## src/rtl/conv_in_packer.sv

```systemverilog
// Serial-to-parallel input stage for the 1-D binary convolution core.
// Packs a bit stream LSB-first into a zero-padded vector, latches the kernel and holds both behind a valid/ready handshake.
module conv_in_packer #(
  parameter int IN_W  = 255,
  parameter int KER_W = 3,
  parameter int LEN_W = 8
) (
  input  logic             clk,
  input  logic             rst,
  input  logic             s_valid,
  output logic             s_ready,
  input  logic             s_bit,
  input  logic             s_last,
  input  logic             k_load,
  input  logic [KER_W-1:0] k_data,
  output logic [IN_W-1:0]  in_vec,
  output logic [KER_W-1:0] ker_vec,
  output logic [LEN_W-1:0] m_len,
  output logic             m_trunc,
  output logic             m_valid,
  input  logic             m_ready
);

  typedef enum logic [1:0] {
    FILL = 2'd0,
    HOLD = 2'd1,
    DROP = 2'd2
  } state_t;

  localparam logic [LEN_W-1:0] LAST_IDX = LEN_W'(IN_W - 1);
  localparam logic [LEN_W-1:0] FULL_LEN = LEN_W'(IN_W);

  state_t             state_reg;
  logic [LEN_W-1:0]   cnt_reg;
  logic [IN_W-1:0]    in_vec_reg;
  logic [KER_W-1:0]   ker_vec_reg;
  logic [LEN_W-1:0]   m_len_reg;
  logic               m_trunc_reg;
  logic               m_valid_reg;
  logic               s_ready_reg;

  logic               accept;
  logic               fill_wr;
  logic               frame_clr;

  // s_ready_reg is low in HOLD and in the first cycle out of reset, so it alone gates acceptance.
  assign accept    = s_valid & s_ready_reg;
  assign fill_wr   = accept && (state_reg == FILL);
  assign frame_clr = (state_reg == HOLD) && m_ready;

  always_ff @(posedge clk or posedge rst) begin
    if (rst) begin
      state_reg   <= FILL;
      cnt_reg     <= '0;
      m_len_reg   <= '0;
      m_trunc_reg <= 1'b0;
      m_valid_reg <= 1'b0;
      s_ready_reg <= 1'b0;
    end else begin
      case (state_reg)
        FILL: begin
          s_ready_reg <= 1'b1;
          if (accept) begin
            cnt_reg <= cnt_reg + 1'b1;
            if (s_last) begin
              m_len_reg   <= cnt_reg + 1'b1;
              m_trunc_reg <= 1'b0;
              m_valid_reg <= 1'b1;
              s_ready_reg <= 1'b0;
              state_reg   <= HOLD;
            end else if (cnt_reg == LAST_IDX) begin
              m_len_reg   <= FULL_LEN;
              m_trunc_reg <= 1'b1;
              m_valid_reg <= 1'b1;
              s_ready_reg <= 1'b0;
              state_reg   <= HOLD;
            end
          end
        end
        HOLD: begin
          if (m_ready) begin
            cnt_reg     <= '0;
            m_len_reg   <= '0;
            m_trunc_reg <= 1'b0;
            m_valid_reg <= 1'b0;
            s_ready_reg <= 1'b1;
            // A truncated frame still has a tail upstream that must be swallowed.
            state_reg   <= m_trunc_reg ? DROP : FILL;
          end
        end
        DROP: begin
          s_ready_reg <= 1'b1;
          if (accept && s_last) begin
            state_reg <= FILL;
          end
        end
        default: begin
          state_reg   <= FILL;
          s_ready_reg <= 1'b0;
          m_valid_reg <= 1'b0;
        end
      endcase
    end
  end

  // Kernel is frozen while a frame is held so the core sees a consistent pair.
  always_ff @(posedge clk or posedge rst) begin
    if (rst) begin
      ker_vec_reg <= '0;
    end else if (k_load && (state_reg != HOLD)) begin
      ker_vec_reg <= k_data;
    end
  end

  for (genvar gi = 0; gi < IN_W; gi++) begin : g_bit
    always_ff @(posedge clk or posedge rst) begin
      if (rst) begin
        in_vec_reg[gi] <= 1'b0;
      end else if (frame_clr) begin
        in_vec_reg[gi] <= 1'b0;
      end else if (fill_wr && (cnt_reg == LEN_W'(gi))) begin
        in_vec_reg[gi] <= s_bit;
      end
    end
  end

  assign in_vec  = in_vec_reg;
  assign ker_vec = ker_vec_reg;
  assign m_len   = m_len_reg;
  assign m_trunc = m_trunc_reg;
  assign m_valid = m_valid_reg;
  assign s_ready = s_ready_reg;

endmodule

```

## config.mk

```make
export PLATFORM = sky130hd
export DESIGN_NAME = conv_in_packer
export DESIGN_NICKNAME = d
export VERILOG_FILES = /design/src/rtl/conv_in_packer.sv
export SDC_FILE = /design/constraint.sdc
export NUM_CORES = 1
export LEC_CHECK = 0
export BUFFER_PORTS_ARGS = -buffer_cell sky130_fd_sc_hd__buf_4
export CORE_MARGIN = 1
export CORE_UTILIZATION = 49
export CTS_CLUSTER_SIZE = 8
export DETAILED_ROUTE_END_ITERATION = 10
export PLACE_DENSITY = 0.8
export SETUP_SLACK_MARGIN = 0.3
export SYNTH_ARGS = -nofsm -noshare
export SYNTH_HDL_FRONTEND = slang
export SYNTH_SLANG_ARGS = --single-unit
```

## constraint.sdc

```tcl
create_clock -name clk -period 8 [get_ports clk]
set_input_delay 0.8 -clock clk [delete_from_list [all_inputs] [get_ports clk]]
set_output_delay 0.8 -clock clk [all_outputs]
set_load 0.1 [all_outputs]
```

==> metrics <==
post-CTS sizing=0; first-iteration detailed-routing DRC count=approximately 1900; grt total ovfl=0; chip width=164 um; r2r worst-path depth=6; antenna viol nets, final=0; Fin. Hold Viols=0; combinational power share=27.0%; CTS tree=yes; final wirelength=44000 um; top cells by area, synth=dfrtp_1 (55%), nand3_1 (9.4%), o21ai_0 (9.4%), a21oi_1 (9.3%), clkbuf_1 (2.7%); top cell family by delay on the critical path=simple AND/OR/NAND/NOR gates; sequential fraction of the synthesis area=54.6%; clock sink total=279; reg2reg setup slack=slightly below 5 ns; H-tree depth=2; Synthesis Warnings=0; CTS Buffer Depth=3; Syn Inst Count=1369; final hold slack=0.391 ns; Seq pwr share=about 38%; core footprint=0.0254 sq mm; Buffers on Ports=around 280; Critical Path RT=about 8.4 ns; Synth Flop Type=dfrtp_1; largest area contributor in the netlist=dfrtp_1; fraction of registers with async set or reset after synthesis=100%; GP Congestion=0.857; Post-synth top cells=dfrtp_1 (279), nand3_1 (240), o21ai_0 (240); area delta synth->final=23.8%; status=finished, final reports clean; slew margin rel.=12.6%; switch share=37.6%; Worst EP arrival=3.60 ns; number of global-route vias before repair=11800; Worst-path clk slew=0.05 ns; share of the synthesized area in the top cell type=54.6%; internal power=2610 uW; Clock Power Share=a little over a third; largest net degree at the start of global routing=184; Post-Route Setup TNS=0 ns; synthesized cell area=0.0128 sq mm; CTS root buf=clkbuf_16; RR Startpoint=state_reg[1]; worst slew pin tran=approximately 1.3 ns; Slew Limit Fails=0; NetSw=roughly 1600 uW; number of synthesized flops with an enable pin=0; clock buffer count from CTS=40; Mapped Nets=1387; Die Ht=164 um; P_leak=0.00720 uW; WL/cell=23.3 um; final clock skew=about 0.015 ns; Max Fclk=314 MHz; critical-path cell list=inv_1 > ha_1 > nand3_2 > nor2_1 > nand3_1 > a21oi_1; PD cells=around 260 mW/mm^2; RSZ-0062 raised after global routing=false; top-count cell post-synth=dfrtp_1; via count=around 12000; Core Rows=58; Bufs and invs on worst path=1; Avg Vias per Cell=6.49; crit share post-route=39.8%; slowest CP cell=nor2_1; Finish-stage setup viols=0; io pins=279; share of cells above drive strength 1=24.0%; CP Capture Type=flop; # DRC=0; Synth cell types=51; global-route wire length before repair=66500 um; initial core utilization=50.3%; worst vdd ir=0.342 mV; #FFs+latches synth=279; worst skew pair latency=0.51 ns; CP Launch Type=flop; first-pass iteration count of the detailed router=6; Max Cap Viol=0; Crit Path Max Fanout=30; syn avg cell area=9.34 sq um; initial antenna violation count=0; hpwl dp=about 28000 um; hold_buf cts=0; CP Class=reg2reg; R2R Path End=in_vec[57]; GRT Util Overall=32.3%; CP peak stage delay=1.23 ns; Hold Crit Class=in2async; Post-CTS Setup Bufs=0; die area=0.0267 sq mm; Largest register FFs=~260; diode count=0; Nets=~1600; final worst path period need=between 3 and 4 ns
## worst register-to-register path, cell delays in order (launching register included)
cell and delay (ns):
dfrtp_1 0.39, inv_1 0.11, ha_1 0.31, nand3_2 0.62, nor2_1 1.25, nand3_1 0.20
a21oi_1 0.22
## power by group through the flow
| stage | clock network, uW | logic, uW | registers, uW |
|---|---|---|---|
| final | 1470 | 1130 | 1580 |
| after global routing | 1530 | 1180 | 1590 |
| after CTS | 1480 | 1110 | 1570 |
| after detailed placement | 0 | 1110 | 1590 |
| after global placement | 0 | 1100 | 1590 |
| after floorplan | 0 | 503 | 1940 |
## area by class of cell
class | instances | area (sq um)
inverter | 8 | 33.8
timing repair buffer | 295 | 2230
tap | 330 | 413
multi-input combinational | 938 | 5130
fill | 2074 | 9580
sequential | 279 | 6980
clock buffer | 42 | 1030
## routing by layer
| layer | track usage, % | vias to the layer above | share of wire, % |
|---|---|---|---|
| met1 | 41.8 | 5957 | 37 |
| met5 | 0 | - | 0 |
| met4 | 21.1 | 0 | 6.1 |
| met3 | 5.64 | 189 | 9.1 |
| met2 | 50.2 | 848 | 47 |
| li1 | - | 5294 | - |
## worst max path at each step
stage | end | slack, ns | from | cells after the start
6_report | in_vec[57] | 4.82 | state_reg[1] | 6
4_1_cts | in_vec[57] | 4.89 | state_reg[1] | 6
3_3_place_gp | in_vec[213] | 5.02 | state_reg[1] | 5
5_1_grt | in_vec[26] | 4.64 | state_reg[1] | 5
3_5_place_dp | in_vec[23] | 4.90 | s_valid | 5
2_1_floorplan | cnt_reg[0] | 3.51 | rst | 1
## through the flow
step / util (%) / area, sq um / setup WS, ns / instances / power, uW
after global placement: 58.2 / 14800 / 5.02 / 1850 / 2690
final: 62.3 / 15800 / 4.82 / 1892 / 4180
after CTS: 62.3 / 15800 / 4.89 / 1892 / 4160
after detailed placement: 58.2 / 14800 / 4.90 / 1850 / 2700
after floorplan: - / 12800 / 3.51 / 1369 / 2450
after global routing: 62.3 / 15800 / 4.64 / 1892 / 4300
## placed cells by master, fill, tap and decap left out, drive strengths merged, types with 2 or more instances in the layout
cell     instances
buf            295
dfrtp          279
nand3          241
o21ai          241
a21oi          238
nand2           43
clkbuf          42
nor2            26
o31ai           23
o211ai          20
or2             10
mux2i            9
mux2             9
nor3             9
nand3b           8
ha               8
inv              7
nand2b           7
nor3b            6
nor2b            6
and2             6
and3             3
a31oi            3
or3              3
and4             2
nand4            2
xnor2            2
o2bb2ai          2
o22a             2
## logic make-up after synthesis
logic type	Yosys count	share of synthesized area, %
buffers and inverters	152	5.28
AOI/OAI and AO/OA	534	22.0
adders and majority gates	8	0.783
xor gates and xnor gates	3	0.206
and+or+nand+nor	375	15.6
muxes	18	1.50
DFF	279	54.6
Note: power is estimated with default switching activity, not from simulation.
